## src/rtl/hazard_ctrl_unit.sv

```systemverilog
// -----------------------------------------------------------------------------
// hazard_ctrl_unit
//
// Hazard detection and forwarding control for a classic 5-stage in-order
// pipeline (IF / ID / EX / MEM / WB).
//
// Behaviour
//   * Load-use hazard: stalls PC and IF/ID and injects a bubble into ID/EX
//     for one cycle (BUBBLE state).
//   * Taken branch resolved in EX: flushes IF/ID and ID/EX that cycle, then
//     flushes IF/ID once more in REDIRECT to cover the one-cycle fetch latency.
//   * Operand forwarding selects for the EX stage (MEM has priority over WB).
//   * Saturating event counters for stalls and branch flushes.
//
// Ports
//   clk                         clock, all state updates on rising edge
//   reset                       asynchronous active-low reset
//   id_rs1/id_rs2               source registers of the ID instruction
//   id_uses_rs1/id_uses_rs2     ID instruction actually reads that source
//   ex_rs1/ex_rs2               source registers of the EX instruction
//   ex_rd/ex_reg_wr/ex_mem_reg  EX destination, write enable, load flag
//   mem_rd/mem_reg_wr           MEM destination and write enable
//   wb_rd/wb_reg_wr             WB destination and write enable
//   ex_branch_taken             control transfer resolved taken in EX
//   cnt_clr                     synchronous clear of both counters
//   pc_stall/ifid_stall         hold PC / IF-ID register
//   ifid_flush/idex_flush       squash IF-ID / ID-EX register contents
//   fwd_a_sel/fwd_b_sel         EX operand source: 00 regfile, 01 MEM, 10 WB
//   stall_count/flush_count     saturating event counters (CNT_W bits)
// -----------------------------------------------------------------------------
module hazard_ctrl_unit #(
  parameter int CNT_W = 16
) (
  input  logic             clk,
  input  logic             reset,
  input  logic [4:0]       id_rs1,
  input  logic [4:0]       id_rs2,
  input  logic             id_uses_rs1,
  input  logic             id_uses_rs2,
  input  logic [4:0]       ex_rs1,
  input  logic [4:0]       ex_rs2,
  input  logic [4:0]       ex_rd,
  input  logic             ex_reg_wr,
  input  logic             ex_mem_reg,
  input  logic [4:0]       mem_rd,
  input  logic             mem_reg_wr,
  input  logic [4:0]       wb_rd,
  input  logic             wb_reg_wr,
  input  logic             ex_branch_taken,
  input  logic             cnt_clr,
  output logic             pc_stall,
  output logic             ifid_stall,
  output logic             ifid_flush,
  output logic             idex_flush,
  output logic [1:0]       fwd_a_sel,
  output logic [1:0]       fwd_b_sel,
  output logic [CNT_W-1:0] stall_count,
  output logic [CNT_W-1:0] flush_count
);

  typedef enum logic [1:0] {
    RUN      = 2'd0,
    BUBBLE   = 2'd1,
    REDIRECT = 2'd2
  } state_e;

  localparam logic [1:0] FWD_RF  = 2'b00;
  localparam logic [1:0] FWD_MEM = 2'b01;
  localparam logic [1:0] FWD_WB  = 2'b10;

  state_e           state_q, state_d;
  logic [CNT_W-1:0] stall_count_q, stall_count_d;
  logic [CNT_W-1:0] flush_count_q, flush_count_d;

  logic load_use;
  logic stall_evt;   // load-use stall fired this cycle
  logic flush_evt;   // branch flush fired this cycle
  logic pc_stall_c, ifid_stall_c, ifid_flush_c, idex_flush_c;

  // A load in EX whose destination feeds the ID instruction cannot be
  // forwarded in time; x0 is never a real dependency.
  assign load_use = ex_mem_reg & ex_reg_wr & (ex_rd != 5'd0) &
                    ((id_uses_rs1 & (id_rs1 == ex_rd)) |
                     (id_uses_rs2 & (id_rs2 == ex_rd)));

  // Forwarding select for one EX operand: the younger producer (MEM) wins.
  function automatic logic [1:0] fwd_sel(input logic [4:0] rs);
    if (mem_reg_wr && (mem_rd != 5'd0) && (mem_rd == rs)) begin
      return FWD_MEM;
    end
    if (wb_reg_wr && (wb_rd != 5'd0) && (wb_rd == rs)) begin
      return FWD_WB;
    end
    return FWD_RF;
  endfunction

  // Saturating counter step; a clear beats a same-cycle increment.
  function automatic logic [CNT_W-1:0] cnt_next(input logic [CNT_W-1:0] cur,
                                                 input logic             inc,
                                                 input logic             clr);
    if (clr) begin
      return '0;
    end
    if (inc && (cur != '1)) begin
      return cur + CNT_W'(1);
    end
    return cur;
  endfunction

  // Next-state and Mealy control outputs.
  always_comb begin
    // NOTE: every signal assigned here gets a default first so no path
    // leaves it unassigned, which would infer a latch.
    state_d      = state_q;
    pc_stall_c   = 1'b0;
    ifid_stall_c = 1'b0;
    ifid_flush_c = 1'b0;
    idex_flush_c = 1'b0;
    stall_evt    = 1'b0;
    flush_evt    = 1'b0;

    unique case (state_q)
      RUN: begin
        if (ex_branch_taken) begin
          // Branch wins: the stalled ID instruction is on the wrong path anyway.
          ifid_flush_c = 1'b1;
          idex_flush_c = 1'b1;
          flush_evt    = 1'b1;
          state_d      = REDIRECT;
        end else if (load_use) begin
          pc_stall_c   = 1'b1;
          ifid_stall_c = 1'b1;
          idex_flush_c = 1'b1;
          stall_evt    = 1'b1;
          state_d      = BUBBLE;
        end
      end
      BUBBLE: begin
        // The bubble instruction now in EX cannot create a new load-use, but
        // the instruction ahead of it can still resolve a taken branch.
        if (ex_branch_taken) begin
          ifid_flush_c = 1'b1;
          idex_flush_c = 1'b1;
          flush_evt    = 1'b1;
          state_d      = REDIRECT;
        end else begin
          state_d = RUN;
        end
      end
      REDIRECT: begin
        // The fetch issued in the branch cycle still came from the old PC.
        ifid_flush_c = 1'b1;
        state_d      = RUN;
      end
      default: begin
        state_d = RUN;
      end
    endcase
  end

  always_comb begin
    stall_count_d = cnt_next(stall_count_q, stall_evt, cnt_clr);
    flush_count_d = cnt_next(flush_count_q, flush_evt, cnt_clr);
  end

  // NOTE: sequential state uses non-blocking assignments so every flop
  // samples pre-edge values regardless of block ordering. Reset is
  // asynchronous so the pipeline is quiesced without waiting for clk.
  always_ff @(posedge clk or negedge reset) begin
    if (!reset) begin
      state_q       <= RUN;
      stall_count_q <= '0;
      flush_count_q <= '0;
    end else begin
      state_q       <= state_d;
      stall_count_q <= stall_count_d;
      flush_count_q <= flush_count_d;
    end
  end

  // Control outputs are combinational, so they are gated by reset directly:
  // a taken branch or hazard pattern on the inputs must not leak out while
  // the pipeline is being reset.
  always_comb begin
    pc_stall   = reset & pc_stall_c;
    ifid_stall = reset & ifid_stall_c;
    ifid_flush = reset & ifid_flush_c;
    idex_flush = reset & idex_flush_c;
    fwd_a_sel  = reset ? fwd_sel(ex_rs1) : FWD_RF;
    fwd_b_sel  = reset ? fwd_sel(ex_rs2) : FWD_RF;
  end

  assign stall_count = stall_count_q;
  assign flush_count = flush_count_q;

endmodule
```

## config.mk

```make
export PLATFORM = sky130hd
export DESIGN_NAME = hazard_ctrl_unit
export DESIGN_NICKNAME = d
export VERILOG_FILES = /design/src/rtl/hazard_ctrl_unit.sv
export SDC_FILE = /design/constraint.sdc
export NUM_CORES = 1
export LEC_CHECK = 0
export CAP_MARGIN = 20
export CORE_AREA = 2 2 74 76
export CTS_CLUSTER_SIZE = 40
export DETAILED_ROUTE_END_ITERATION = 8
export DIE_AREA = 0 0 76 78
export HOLD_SLACK_MARGIN = 0.08
export PLACE_DENSITY = 0.83
export SETUP_SLACK_MARGIN = 0.2
export SLEW_MARGIN = 10
export SYNTH_ARGS = -nofsm -noshare
export SYNTH_HDL_FRONTEND = slang
export SYNTH_SLANG_ARGS = --single-unit
```

## constraint.sdc

```tcl
create_clock -name clk -period 5.1 [get_ports clk]
set_input_delay 1.02 -clock clk [delete_from_list [all_inputs] [get_ports clk]]
set_output_delay 1.02 -clock clk [all_outputs]
set_load 0.02 [all_outputs]
```

After elaboration in Yosys (flattened, before gate mapping)
Index checks and enable logic that the tools add are counted.
- bitwise gates (word level): 9
- add/subtract/negate cells: 2
- muxes and demuxes: 40
- reduce and logical (&&, ||, !) cells: 15
- equality and inequality tests: 11
- operators by type and width (cell ; count):
    2-to-1 mux 16 bit ; 7
    adder 16 x 1 -> 16 bit, second input constant ; 2
    != test 16 bit, second input constant ; 2
    equality test 5 bit ; 6
    2-to-1 mux 2 bit ; 13
    2-to-1 mux 1 bit ; 17
    nonzero test 5 bit ; 3
    bitwise AND 1 bit ; 8
    logical AND 1 bit ; 8
    case mux 1 bit (2 select lines) ; 2
    case mux 2 bit (2 select lines) ; 1
    nonzero test 2 bit ; 2
    != test 3 bit, second input constant ; 1
    equality test 2 x 1 -> 1 bit, second input constant ; 1
    equality test 2 bit, second input constant ; 1
    zero test 2 bit ; 1
    OR reduction 2 bit ; 1
    OR 1 bit ; 1
- logic and storage cells: 80
- register bits: 34

Logic depth before layout (Yosys ltp)
- depth after elaboration: 12
- gate-level depth with buffers: 7

Worst setup path after synthesis
No wires, ideal clock.
- kind: input port to output port
- start point: input mem_rd[1]
- end point: output fwd_a_sel[1]
- data required time: 4.080 ns
- arrival time: 2.537 ns
- stages: 4
- setup slack: 1.543 ns
- cells stage by stage: or4_1 -> o21ai_0 -> nor4_1 -> nor4_1
- longest elaborated chain between the ends: 6
- elaborated cells between the ends (all ways): 7
- classes of those cells: 1 x eq/ne; 3 x mux; 3 x reduce/logical
- RTL lines (what ; line ; source):
    start: declaration ; 45 ; input logic [4:0] mem_rd,
    nonzero test 5 bit ; 88 ; if (mem_reg_wr && (mem_rd != 5'd0) && (mem_rd == rs)) begin
    logical AND 1 bit ; 88 ;
    logical AND 1 bit (*) ; 88 ;
    2-to-1 mux 1 bit (*) ; 88 ;
    2-to-1 mux 2 bit (*) ; 91 ; if (wb_reg_wr && (wb_rd != 5'd0) && (wb_rd == rs)) begin
    2-to-1 mux 2 bit (*) ; 189 ; fwd_a_sel = reset ? fwd_sel(ex_rs1) : FWD_RF;
    end: declaration ; 55 ; output logic [1:0] fwd_a_sel,
Mark *: on every way between the ends. The rest lies on a longest branch, timed or not.

Final worst setup path
- start point: input ex_rd[2]
- end point: output ifid_stall
- longest elaborated chain between the ends: 8
- elaborated cells between the ends (all ways): 12
- classes of those cells: 2 x eq/ne; 3 x mux; 6 x bitwise; 1 x reduce/logical
- RTL lines (what ; line ; source):
    start: declaration ; 42 ; input logic [4:0] ex_rd,
    equality test 5 bit, on equally long branches ; 83, 84 ;
    bitwise AND 1 bit, on equally long branches ; 83, 84 ;
    OR 1 bit ; 83 ; ((id_uses_rs1 & (id_rs1 == ex_rd)) |
    bitwise AND 1 bit (*) ; 82 ; assign load_use = ex_mem_reg & ex_reg_wr & (ex_rd != 5'd0) &
    2-to-1 mux 1 bit (*) ; 130 ; end else if (load_use) begin
    2-to-1 mux 1 bit (*) ; 124 ; if (ex_branch_taken) begin
    2-to-1 mux 1 bit (*) ; 122 ; unique case (state_q)
    bitwise AND 1 bit (*) ; 186 ; ifid_stall = reset & ifid_stall_c;
    end: declaration ; 52 ; output logic ifid_stall,
Marks and branches as above.

==> impl_metrics.ini <==
[clock_tree]
cts_sinks = 34
clkTransAtPathRegs_ps = 70
cts_max_path_buffers = 2
cts_made_buffers = 5
ctsHoldBuffers = 0
cts_tree = built
postCtsSetupRepairBufs = 0
htreeDepth = 2
insertion_delay_ps = 290
cts_resized = 0
root_buffer = clkbuf_8

[pwr]
vdd_drop_max_mv = 0.09546
p_per_area_nw_per_um2 = 173.1
leakagePower_nw = 1.245

[sta]
clock.fmax_mhz = 221.2
setup_violations = 0
max_slew_margin_pct = 44.05
rsz0062_at_grt = false
max_slew.worst_pin.slew_ps = 832.4
slew_violations = 0
skew_ps = 15.27
hold_viol = 0
tns_ps = 0
finalCriticalPeriod_ps = 4521
period_share_pct = 88.65

[worst_hold_path]
min_from = stall_count[12]$_DFFE_PN0P_
min_to = stall_count[12]$_DFFE_PN0P_
hold_depth = 2
hold_class = reg -> reg

[critical_path]
critPathLaunchType = input pin
path_buf_inv = 3
reg2regPathDepth = 6
critPathRequiredTime_ps = 4080
worstPathMaxFanout = 22
critPathMaxStageDelay_ps = 620
r2r_setup_slack_ps = 2830
critPathKind = in -> out
end_kind = output pin
crit_chain = clkdlybuf4s50_1 > xor2_1 > nor4_1 > a32oi_1 > buf_4 > nor3b_1 > and2_1 > clkdlybuf4s50_1
cp_slowest_cell = clkdlybuf4s50_1
crit_top_cell = clkdlybuf4s50_1
r2r_start = stall_count[1]$_DFFE_PN0P_
critPathTopFamily = buffers and inverters
worstPathArrival_ps = 3500
r2r-end = stall_count[0]$_DFFE_PN0P_

[floorplan]
die_area_um2 = 5928
die_height_um = 78
die_w_um = 76
coreArea_um2 = 5042
num_rows = 26
initial_core_util_pct = 47.64
ioPinCount = 85

[place]
place_inst = 418
hpwl_mm = 4.993
portBuffers = 84
place.gp.congestion = 0.8942

[synthesis]
async_reset_ff_share_pct = 100.0
netlist_instances = 270
syn-mean-instance-area_um2 = 8.897
ys_types = 48
synth_area_um2 = 2402
ys_ff_latch = 34
synth_edf_count = 0
synth_flop_cell = dfrtp_1
seq_area_frac_synth_pct = 35.42
syn_nets = 317
yosys_warnings = 0

[routing]
routedWlPerCell_um = 15.57
drtPass1Iterations = 4
met1Wirelength_mm = 2.700
drc = 0
drt_wl_total_mm = 6.647
drt_iter0_markers = 108
routed.top_layer = met4
final_antenna_net_count = 0
via_per_inst = 5.658
wl_met2_mm = 3.269
met3_length_um = 570
vias = 2416

[layout]
post_route_cells_drive_above_1_share_pct = 8.123
stdcell_count = 427
antenna_cells = 0
area_growth_pct = 42.19
nNetsFinal = 403

[grt]
grt-ovfl-total = 0
grt_max_degree = 44
grt_pass1_vias = 2481
antenna_found_initial = 0
grt_pass1_wl_mm = 11.45
track_usage_pct = 23.50

[flow_run]
max_cap_viol_count = 0

[status]
outcome = finished, final reports clean
[how the worst max path moves through the flow]
stage | start | to | slack [ps] | cells after the start
floorplan | mem_rd[1] | fwd_a_sel[1] | 1540 | 4
global placement | ex_rd[3] | ifid_stall | 720 | 8
detailed placement | ex_rd[3] | ifid_stall | 550 | 8
CTS | ex_rd[2] | ifid_stall | 540 | 8
global route | ex_rd[3] | ifid_stall | 330 | 8
finish | ex_rd[2] | ifid_stall | 580 | 8
[kinds of logic after synthesis]
logic type,count (synthesis),share of synthesized area [%]
compound gates,29,8.178
xor+xnor,42,15.31
fa+ha+maj,2,1.042
buf+inv,15,2.604
flops,34,35.42
mux,10,4.636
simple gates,138,32.81
[power breakdown]
part           leakage (nW)  internal, mW  switching (mW)
combinational         0.725        0.0556          0.0498
sequential            0.473         0.271         0.00272
clock                0.0472         0.109           0.103
total                  1.25         0.436           0.156
[state kept, by name, indices dropped and copies added (netlist names)]
| signal | cells |
|---|---|
| flush_count | 16 |
| stall_count | 16 |
| state_q | 2 |
[per-layer routing]
layer	up-vias	GRT usage [%]
met2	113	40.98
met5	-	0
met1	1141	27.74
li1	1149	-
met4	0	7.818
met3	13	7.093
[per-stage QoR]
stage / hold slack (ps) / setup WS [ps] / area (µm²) / util (%) / total power, mW
2_1_floorplan: 622.1 / 1543 / 2402 / - / 0.3199
3_3_place_gp: 534.2 / 717.2 / 3316 / 65.76 / 0.3809
3_5_place_dp: 552.8 / 551.7 / 3316 / 65.76 / 0.3849
4_1_cts: 562.4 / 543.1 / 3411 / 67.64 / 0.5959
5_1_grt: 600.6 / 333.5 / 3416 / 67.74 / 0.6177
6_report: 566.1 / 578.7 / 3416 / 67.74 / 0.5913
[Yosys cell counts (4+ instances only)]
master | instances | area (µm²)
nor3_1 | 11 | 55.05
inv_1 | 4 | 15.01
dfrtp_1 | 34 | 850.8
clkbuf_1 | 8 | 30.03
xor2_1 | 22 | 192.7
o211ai_1 | 5 | 37.54
nand4_1 | 8 | 50.05
nor2b_1 | 9 | 56.30
nor2_1 | 30 | 112.6
mux2_2 | 8 | 90.09
nand3_1 | 11 | 55.05
nor4_1 | 16 | 100.1
o21ai_0 | 8 | 40.04
or3_1 | 6 | 37.54
xnor2_1 | 20 | 175.2
or4_1 | 7 | 52.55
a21oi_1 | 7 | 35.03
nand2_1 | 13 | 48.80
nand2b_1 | 5 | 31.28
[area by class of cell]
class	instances	area, µm²
fill	425	1627
sequential	34	850.8
clock buffer	6	82.58
clock inverter	2	12.51
inverter	4	15.01
tap	70	87.58
multi-input combinational	221	1489
timing repair buffer	90	878.3
[cells in the final DEF, fill, tap and decap left out, types with 6 or more instances in the layout]
cell type	Yosys	final
clkdlybuf4s50_1	0	83
dfrtp_1	34	34
nor2_1	30	30
xor2_1	22	22
xnor2_1	20	20
nor4_1	16	16
nand2_1	13	13
nand3_1	11	11
nor3_1	11	11
nor2b_1	9	9
o21ai_0	8	8
nand4_1	8	8
mux2_2	8	8
or4_1	7	7
a21oi_1	7	7
or3_1	6	6
clkbuf_8	0	6
[worst register-to-register path, cell delays in order (launching register included)]
cell and delay [ps]:
dfrtp_1 430, ha_1 210, nand2_1 140, or4_1 630, o21ai_4 330, nor3_2 100
mux2_1 320
Power figures use the tool's default switching activity.
